$ cat config.mk
export PLATFORM = sky130hd
export DESIGN_NAME = window_scan_ctrl
export DESIGN_NICKNAME = d
export VERILOG_FILES = /design/src/rtl/edge_pkg.sv /design/src/rtl/raster_counter.sv /design/src/rtl/window_scan_ctrl.sv
export SDC_FILE = /design/constraint.sdc
export NUM_CORES = 1
export LEC_CHECK = 0
export BUFFER_PORTS_ARGS = -buffer_cell sky130_fd_sc_hd__clkbuf_2
export CAP_MARGIN = 20
export CORE_UTILIZATION = 50
export CTS_CLUSTER_DIAMETER = 100
export DETAILED_ROUTE_END_ITERATION = 8
export GPL_TIMING_DRIVEN = 1
export PLACE_DENSITY = 0.74
export SYNTH_ARGS = -nofsm -noshare
export SYNTH_HDL_FRONTEND = slang
export SYNTH_SLANG_ARGS = --single-unit
$ cat constraint.sdc
create_clock -name clock -period 2.8 [get_ports clock]
set_input_delay 0 -clock clock [delete_from_list [all_inputs] [get_ports clock]]
set_output_delay 0 -clock clock [all_outputs]
set_load 0.01 [all_outputs]
$ cat src/rtl/edge_pkg.sv
// -----------------------------------------------------------------------------
// edge_pkg
//   Shared types and default geometry for the edge-detection pipeline.
//   - wsc_state_t     : window_scan_ctrl sequencer states
//   - DEF_IMG_WIDTH   : default pixels per row
//   - DEF_IMG_HEIGHT  : default rows per frame
//   - pixel_t         : 8-bit greyscale pixel
// -----------------------------------------------------------------------------
package edge_pkg;

   typedef enum logic [1:0] {
      IDLE,
      PRIME,
      RUN,
      DRAIN
   } wsc_state_t;

   localparam int unsigned DEF_IMG_WIDTH  = 640;
   localparam int unsigned DEF_IMG_HEIGHT = 480;

   typedef logic [7:0] pixel_t;

endpackage

$ cat src/rtl/raster_counter.sv
// -----------------------------------------------------------------------------
// raster_counter
//   Column/row position of the next pixel in a raster-ordered frame.
//   Column wraps IMG_WIDTH-1 -> 0 and advances the row; the row wraps
//   IMG_HEIGHT-1 -> 0 so the counter rests at (0,0) after a full frame.
//
// Ports
//   clk_i       clock, rising edge
//   rst_i       synchronous active-high reset
//   clear_i     synchronous clear to (0,0)
//   en_i        advance by one pixel
//   col_o       current column
//   row_o       current row
//   last_col_o  current column is IMG_WIDTH-1
//   last_pix_o  current position is the final pixel of the frame
// -----------------------------------------------------------------------------
module raster_counter
   import edge_pkg::*;
#(
   parameter int unsigned IMG_WIDTH  = DEF_IMG_WIDTH,
   parameter int unsigned IMG_HEIGHT = DEF_IMG_HEIGHT,
   parameter int unsigned COL_W      = $clog2(IMG_WIDTH),
   parameter int unsigned ROW_W      = $clog2(IMG_HEIGHT)
) (
   input  logic             clk_i,
   input  logic             rst_i,
   input  logic             clear_i,
   input  logic             en_i,
   output logic [COL_W-1:0] col_o,
   output logic [ROW_W-1:0] row_o,
   output logic             last_col_o,
   output logic             last_pix_o
);

   logic [COL_W-1:0] col_q, col_d;
   logic [ROW_W-1:0] row_q, row_d;
   logic             last_row;

   assign last_col_o = (col_q == COL_W'(IMG_WIDTH - 1));
   assign last_row   = (row_q == ROW_W'(IMG_HEIGHT - 1));
   assign last_pix_o = last_col_o & last_row;

   always_comb begin
      col_d = col_q + COL_W'(1);
      row_d = row_q;
      if (last_col_o) begin
         col_d = '0;
         row_d = last_row ? '0 : row_q + ROW_W'(1);
      end
   end

   always_ff @(posedge clk_i) begin
      if (rst_i || clear_i) begin
         col_q <= '0;
         row_q <= '0;
      end else if (en_i) begin
         col_q <= col_d;
         row_q <= row_d;
      end
   end

   assign col_o = col_q;
   assign row_o = row_q;

endmodule

$ cat src/rtl/window_scan_ctrl.sv
// -----------------------------------------------------------------------------
// window_scan_ctrl
//   Frame-scan sequencer for the 3x3 sliding-window datapath. Accepts a raster
//   pixel stream, drives the window shift register and the two-row line
//   buffers, and flags every cycle in which the window holds a full 3x3
//   neighbourhood together with its centre-pixel coordinates.
//
// Ports
//   clock        clock, rising edge
//   reset        synchronous active-high reset (aborts a frame, no frame_done)
//   start        begin a frame; ignored unless idle
//   pixel_valid  upstream pixel present
//   pixel_ready  pixel accepted this cycle when valid
//   shift_en     shift register / line-buffer advance (= valid & ready)
//   lb_addr      line-buffer address: column of the pixel being accepted
//   lb_wr_en     line-buffer write strobe (= shift_en)
//   win_valid    window holds a complete neighbourhood
//   win_ready    downstream consumes the window
//   win_row      centre-pixel row of the window
//   win_col      centre-pixel column of the window
//   busy         frame in progress
//   frame_done   one-cycle pulse after the last window of a frame is consumed
//   stall_cnt    (WSC_PERF_CNT_EN only) busy cycles with valid & !ready
//
// Build option
//   WSC_PERF_CNT_EN  adds the saturating stall_cnt output.
// -----------------------------------------------------------------------------
module window_scan_ctrl
   import edge_pkg::*;
#(
   parameter int unsigned IMG_WIDTH  = DEF_IMG_WIDTH,
   parameter int unsigned IMG_HEIGHT = DEF_IMG_HEIGHT,
   // Derived widths; leave at their defaults.
   parameter int unsigned COL_W      = $clog2(IMG_WIDTH),
   parameter int unsigned ROW_W      = $clog2(IMG_HEIGHT)
) (
   input  logic             clock,
   input  logic             reset,
   input  logic             start,
   input  logic             pixel_valid,
   output logic             pixel_ready,
   output logic             shift_en,
   output logic [COL_W-1:0] lb_addr,
   output logic             lb_wr_en,
   output logic             win_valid,
   input  logic             win_ready,
   output logic [ROW_W-1:0] win_row,
   output logic [COL_W-1:0] win_col,
   output logic             busy,
   output logic             frame_done
`ifdef WSC_PERF_CNT_EN
   ,
   output logic [31:0]      stall_cnt
`endif
);

   wsc_state_t       state_q, state_d;
   logic             win_valid_q, win_valid_d;
   logic [ROW_W-1:0] win_row_q, win_row_d;
   logic [COL_W-1:0] win_col_q, win_col_d;
   logic             frame_done_q, frame_done_d;

   logic [COL_W-1:0] col;
   logic [ROW_W-1:0] row;
   logic             last_col;
   logic             last_pix;
   logic             start_acc;
   logic             win_take;

   assign start_acc = start && (state_q == IDLE);
   assign win_take  = win_valid_q & win_ready;

   // A held window blocks new pixels so the shift register never overwrites
   // it; when it is consumed in the same cycle the next pixel may enter.
   assign busy        = (state_q != IDLE);
   assign pixel_ready = busy && (state_q != DRAIN) && !(win_valid_q && !win_ready);
   assign shift_en    = pixel_valid & pixel_ready;
   assign lb_wr_en    = shift_en;
   assign lb_addr     = col;

   raster_counter #(
      .IMG_WIDTH  (IMG_WIDTH),
      .IMG_HEIGHT (IMG_HEIGHT),
      .COL_W      (COL_W),
      .ROW_W      (ROW_W)
   ) u_raster (
      .clk_i      (clock),
      .rst_i      (reset),
      .clear_i    (start_acc),
      .en_i       (shift_en),
      .col_o      (col),
      .row_o      (row),
      .last_col_o (last_col),
      .last_pix_o (last_pix)
   );

   always_comb begin
      state_d      = state_q;
      frame_done_d = 1'b0;
      unique case (state_q)
         IDLE:  if (start) state_d = PRIME;
         PRIME: if (shift_en && last_col && (row == ROW_W'(1))) state_d = RUN;
         RUN:   if (shift_en && last_pix) state_d = DRAIN;
         DRAIN: begin
            if (!win_valid_q || win_ready) begin
               state_d      = IDLE;
               frame_done_d = 1'b1;
            end
         end
         default: state_d = IDLE;
      endcase
   end

   // In RUN every shifted pixel is in row >= 2, so only the column decides
   // whether the window is complete (columns 0-1 refill the left border).
   always_comb begin
      win_valid_d = win_valid_q;
      win_row_d   = win_row_q;
      win_col_d   = win_col_q;
      if (win_take) win_valid_d = 1'b0;
      if (shift_en && (state_q == RUN) && (col >= COL_W'(2))) begin
         win_valid_d = 1'b1;
         win_row_d   = row - ROW_W'(1);
         win_col_d   = col - COL_W'(1);
      end
   end

   always_ff @(posedge clock) begin
      if (reset) begin
         state_q      <= IDLE;
         win_valid_q  <= 1'b0;
         win_row_q    <= '0;
         win_col_q    <= '0;
         frame_done_q <= 1'b0;
      end else begin
         state_q      <= state_d;
         win_valid_q  <= win_valid_d;
         win_row_q    <= win_row_d;
         win_col_q    <= win_col_d;
         frame_done_q <= frame_done_d;
      end
   end

   assign win_valid  = win_valid_q;
   assign win_row    = win_row_q;
   assign win_col    = win_col_q;
   assign frame_done = frame_done_q;

`ifdef WSC_PERF_CNT_EN
   logic [31:0] stall_cnt_q;

   always_ff @(posedge clock) begin
      if (reset || start_acc) begin
         stall_cnt_q <= '0;
      end else if (busy && pixel_valid && !pixel_ready && (stall_cnt_q != '1)) begin
         stall_cnt_q <= stall_cnt_q + 32'd1;
      end
   end

   assign stall_cnt = stall_cnt_q;
`endif

endmodule

==> results of run 1 <==
[worst paths after layout]
kind,from,endpoint,cells after the start
worst min register to register,win_col[5],win_col[5],2
worst max-delay path,state_q[0],win_row[3],8
worst min-delay path,win_ready,win_valid,4
worst max register to register,state_q[0],win_row[3],8
[area by class of cell]
class                      count  area [µm²]  share of cell area
multi-input combinational    184        1230               0.497
tap                           50        62.6              0.0253
timing repair buffer          40         203              0.0820
inverter                      12        45.0              0.0182
sequential                    42         841               0.340
clock inverter                 1        5.00             0.00202
clock buffer                   7        86.3              0.0349
[flip-flops by register name (all words and copies together), names as in the netlist]
name and count:
u_raster.col_o 10, win_col 10, u_raster.row_o 9, win_row 9, state_q 2, frame_done 1, win_valid 1
[Yosys cell counts]
cell and number:
o221ai_1 1, mux2i_1 4, buf_4 2, and3_2 1, o31a_1 1, dfxtp_1 42
buf_6 2, xnor2_1 14, o21ai_0 1, xor2_1 13, or4b_1 1, a221o_1 1
nor2_1 44, o21bai_1 1, nor3_1 3, nor2b_1 3, nor4b_1 1, buf_2 4
a211oi_2 9, and3_1 2, o311a_1 1, a21oi_1 4, o31ai_1 1, clkbuf_1 6
ha_1 11, inv_1 12, or4_1 3, or4_4 1, nand2_1 20, nand2b_1 4
nor3b_1 1, a211oi_1 7, and4_1 2, a311oi_1 2, nand3_1 9, nand4_1 9
nor4_1 5, and2_1 3, a21o_1 1
[power by group through the flow]
stage / combinational, mW / sequential, mW / clock [mW]
2_1_floorplan: 0.209 / 0.641 / 0
3_3_place_gp: 0.282 / 0.642 / 0
3_5_place_dp: 0.288 / 0.644 / 0
4_1_cts: 0.291 / 0.630 / 0.411
5_1_grt: 0.324 / 0.633 / 0.431
6_report: 0.292 / 0.630 / 0.400
[cells by family (layout without fill, tap and decap cells)]
family / Yosys count / after routing
buf+inv: 26 / 60
simple gates: 112 / 112
xor+xnor: 27 / 27
mux: 4 / 4
flops: 42 / 42
fa+ha+maj: 11 / 11
compound gates: 30 / 30
[per-layer routing]
layer / vias to the layer above / routed length, µm / GRT usage
met5: - / 0 / 0
met4: 0 / 66 / 0.0833
met3: 5 / 285 / 0.0583
met2: 52 / 1950 / 0.311
met1: 793 / 2290 / 0.293
li1: 946 / - / -
[through the flow]
step	power, mW	setup WS [ns]	utilization
final	1.32	0.585	0.601
after global routing	1.39	0.358	0.601
after floorplan	0.850	0.842	-
after CTS	1.33	0.565	0.601
after detailed placement	0.932	0.597	0.579
after global placement	0.924	0.739	0.579
[critical path, stage by stage (launching register included)]
cell	delay, ns
dfxtp_1	0.38
inv_1	0.10
ha_1	0.37
nand3_1	0.16
inv_1	0.21
o311a_1	0.20
buf_4	0.37
nor2_1	0.08
a311oi_1	0.24
==> impl_metrics.json, run 1 <==
{
  "rows": 23,
  "antenna_found_initial": 0,
  "synth-simple-area-share": 0.250,
  "dp_hpwl_mm": 3.34,
  "antenna_left": 0,
  "final_area_um2": 2470,
  "synthAdderAreaFrac": 0.0627,
  "r2r_setup_slack_ns": 0.59,
  "clockBufferDepth": 2,
  "period_share": 0.791,
  "port_buffers": 39,
  "synth_top_family_by_area": "simple AND/OR/NAND/NOR gates",
  "dpl_cell_area_um2": 2380,
  "clk_pin_slew_worst_paths_ns": 0.08,
  "tritoncts": "built",
  "nNetsFinal": 301,
  "dr.pass1.iters": 4,
  "chipWidth_um": 68.3,
  "hp-class": "input port to flop",
  "instances_no_fill": 336,
  "clkPwrFrac": 0.303,
  "cts_sinks": 42,
  "ctsRootBufferMaster": "clkbuf_8",
  "start_util": 0.534,
  "ys_warn_count": 0,
  "powerDensity_nw_per_um2": 534,
  "p_comb_frac": 0.221,
  "drt_iter0_drc": 104,
  "p_leak_nw": 1.05,
  "clock.fmax_ghz": 0.452,
  "mostFrequentLayoutCell": "nor2_1",
  "setup_viol": 0,
  "synth_area_um2": 2200,
  "synth.ff_latch_count": 42,
  "max_cap_viol_count": 0,
  "critPathKind": "flop to flop",
  "insertion_delay_ns": 0.29,
  "drc": 0,
  "worstSetupEndpointType": "flop",
  "outcome": "complete, no violations",
  "syn_to_final_growth_pct": 12.6,
  "tns_ns": 0,
  "die_y_um": 68.3,
  "internal_power_mw": 0.923,
  "avgViaCountPerCell": 5.35,
  "synth-compound-area-share": 0.122,
  "power_frac_seq": 0.477,
  "synth.largest_area_cell": "dfxtp_1",
  "finalHoldViolCount": 0,
  "fin_crit_ns": 2.21,
  "synth_area_per_cell_um2": 8.71,
  "clock_skew_ns": 0.00442,
  "worstPathArrival_ns": 2.42,
  "wirelength_mm": 4.59,
  "synth-xor-area-share": 0.108,
  "n_fill_cell": 373,
  "maxSlewViolCount": 0,
  "cts_resized": 0,
  "grt_usage": 0.213,
  "synth_top_area_share": 0.383,
  "via_count": 1796,
  "cts_hold_buf": 0,
  "relSlewSlack": 0.573,
  "synth_seq_area_share": 0.383,
  "worst_pin_slew_ns": 0.641,
  "die_area_um2": 4660,
  "cts_max_level": 2,
  "place.gp.congestion": 0.845,
  "core-area_um2": 4120,
  "switchingPower_mw": 0.398,
  "synth_mux_area_frac": 0.0182,
  "grt_pass1_wl_mm": 7.20,
  "n_antenna_cell": 0,
  "grt_pass1_vias": 1523,
  "pin_count": 40,
  "final_cell_mix": "44 x nor2_1, 42 x dfxtp_1, 39 x clkbuf_2",
  "post_cts_buffers": 0,
  "rsz0062_at_grt": "false",
  "syn-num-nets": 268,
  "place_inst": 328,
  "path_max_fanout": 38,
  "routedWlPerCell_um": 13.7,
  "drive_above_1_share": 0.203,
  "timing.hold.ws_ns": 0.0601,
  "synth_cell_types": 39,
  "switching_share": 0.301,
  "max-vdd-ir-drop_mv": 0.335,
  "crit_required_ns": 3.00,
  "synth_cells": 252,
  "grt_overflow_total": 0,
  "cp-start-kind": "flop",
  "synthTopCellsByArea": "dfxtp_1 38%, nor2_1 7.5%, ha_1 6.3%",
  "grt_start_max_net_pins": 39,
  "numCtsBuffers": 5
}
Note: power is estimated with default switching activity, not from simulation.
==> run 2: changes to the inputs <==
--- a/config.mk
+++ b/config.mk
@@ -11,7 +11,7 @@
 export CTS_CLUSTER_DIAMETER = 100
 export DETAILED_ROUTE_END_ITERATION = 8
 export GPL_TIMING_DRIVEN = 1
-export PLACE_DENSITY = 0.74
+export PLACE_DENSITY = 0.77
 export SYNTH_ARGS = -nofsm -noshare
 export SYNTH_HDL_FRONTEND = slang
 export SYNTH_SLANG_ARGS = --single-unit
==> constraint.sdc (replaced) <==
create_clock -name clock -period 1.9 [get_ports clock]
set_input_delay 0 -clock clock [delete_from_list [all_inputs] [get_ports clock]]
set_output_delay 0 -clock clock [all_outputs]
set_load 0.01 [all_outputs]
==> run 2 against run 1 <==
- first-iteration DRC count up 24%
- clock skew up 0.0025 ns
- non-clock buffer count up 29
- clock power up 73%
- sequential share of layout area down 3.5 points
- count of clock-buffer cells in the layout down 2
- core utilization up 7.5 points
- global-route usage up 1.7 points
- largest power group unchanged
==> impl_metrics.json, run 2 (synthesis results as in run 1) <==
{
  "cts_hold_buf": 0,
  "utilization": 0.676,
  "tritoncts": "built",
  "antenna_found_initial": 0,
  "internal_power_mw": 1.50,
  "wirelength_mm": 5.21,
  "powerDensity_nw_per_um2": 761,
  "worst_slack_ns": 0.0780,
  "drt_iter0_drc": 129,
  "grt_pass1_vias": 1702,
  "p_comb_frac": 0.240,
  "via_count": 1961,
  "n_antenna_cell": 0,
  "cts_sinks": 42,
  "avgViaCountPerCell": 5.37,
  "drive_above_1_share": 0.317,
  "drc": 0,
  "clockBufferDepth": 2,
  "dpl_cell_area_um2": 2600,
  "dp_hpwl_mm": 3.65,
  "hp-class": "input port to flop",
  "maxSlewViolCount": 0,
  "ctsRootBufferMaster": "clkbuf_8",
  "nNetsFinal": 330,
  "start_util": 0.534,
  "worst_pin_slew_ns": 0.642,
  "clk_pin_slew_worst_paths_ns": 0.08,
  "routedWlPerCell_um": 14.3,
  "worstPathArrival_ns": 2.02,
  "mostFrequentLayoutCell": "nor2_1",
  "switching_share": 0.290,
  "whs_path_depth": 4,
  "grt_usage": 0.229,
  "ff2ff_path_depth": 4,
  "grt_pass1_wl_mm": 7.82,
  "outcome": "complete, no violations",
  "max-vdd-ir-drop_mv": 0.463,
  "die_area_um2": 4660,
  "fin_crit_ns": 1.82,
  "place.gp.congestion": 0.927,
  "final_area_um2": 2780,
  "critPathKind": "flop to flop",
  "die_y_um": 68.3,
  "n_fill_cell": 331,
  "clock.fmax_ghz": 0.549,
  "switchingPower_mw": 0.614,
  "clkPwrFrac": 0.327,
  "crit_required_ns": 2.10,
  "grt_start_max_net_pins": 39,
  "post_cts_buffers": 0,
  "total_power_mw": 2.11,
  "numCtsBuffers": 5,
  "period_share": 0.959,
  "rows": 23,
  "cts_max_level": 2,
  "finalHoldViolCount": 0,
  "chipWidth_um": 68.3,
  "cp-start-kind": "flop",
  "relSlewSlack": 0.572,
  "syn_to_final_growth_pct": 26.6,
  "worstSetupEndpointType": "flop",
  "port_buffers": 39,
  "antenna_left": 0,
  "power_frac_seq": 0.434,
  "insertion_delay_ns": 0.30,
  "pin_count": 40,
  "pre_cts_ws_ns": 0.0462,
  "p_leak_nw": 1.21,
  "path_max_fanout": 19,
  "setup_viol": 0,
  "grt_overflow_total": 0,
  "clock_skew_ns": 0.00689,
  "max_cap_viol_count": 0,
  "core-area_um2": 4120,
  "final_cell_mix": "44 x nor2_1, 39 x dfxtp_1, 39 x clkbuf_2",
  "dr.pass1.iters": 4
}
## run 2: cell count changes in the layout (fill, tap and decap cells not counted), moves of 2 or more
cell and delta:
dfxtp_2 +2, inv_2 +2, inv_1 -2, ha_2 +3, ha_1 -3, buf_4 +27, dfxtp_1 -3
## run 2: repair_timing
item	in CTS	in global routing
setup endpoints to repair	2	23
pin swaps	0	3
resized for setup	1	12
cloned	0	1
## run 2: worst max-delay path, cell delays in order, from the launching register on
cell and delay [ns]:
dfxtp_1 0.38, or4_1 0.56, o311a_4 0.36, clkbuf_16 0.20
a311oi_1 0.22
## run 2: cell type report
type                            instances  area (µm²)  area share
Sequential cell                        42         847       0.305
Tap cell                               50        62.6      0.0225
Clock buffer                            5        68.8      0.0248
Clock inverter                          3        40.0      0.0144
Multi-Input combinational cell        184        1270       0.455
Timing Repair Buffer                   69         450       0.162
Inverter                               12        45.0      0.0162
## run 2: routing by layer
| metal | global-route usage | part of all wire |
|---|---|---|
| met2 | 0.344 | 0.44 |
| met1 | 0.311 | 0.48 |
| met5 | 0 | 0 |
| met3 | 0.0583 | 0.056 |
| met4 | 0.0885 | 0.017 |
## run 2: worst paths after layout
check,start,endpoint,slack [ns]
worst max-delay path,u_raster.col_o[2],win_row[3],0.08
worst min register to register,win_row[3],win_row[3],0.50
worst min-delay path,win_ready,win_valid,0.05
worst max register to register,u_raster.col_o[2],win_row[3],0.08
## run 2: power groups by stage
stage	Combinational [mW]	Sequential, mW	Clock, mW
2_1_floorplan	0.310	0.945	0
5_1_grt	0.565	0.919	0.736
3_5_place_dp	0.475	0.938	0
4_1_cts	0.480	0.918	0.707
3_3_place_gp	0.472	0.937	0
6_report	0.507	0.917	0.691
## run 2: stage by stage
stage,hold WS [ns],cells,setup TNS [ns]
after floorplan,0.190,252,0
after global placement,0.351,356,0
after detailed placement,0.350,356,0
after CTS,0.0299,364,0
after global routing,0.0804,365,-0.000649
final,0.0518,365,0
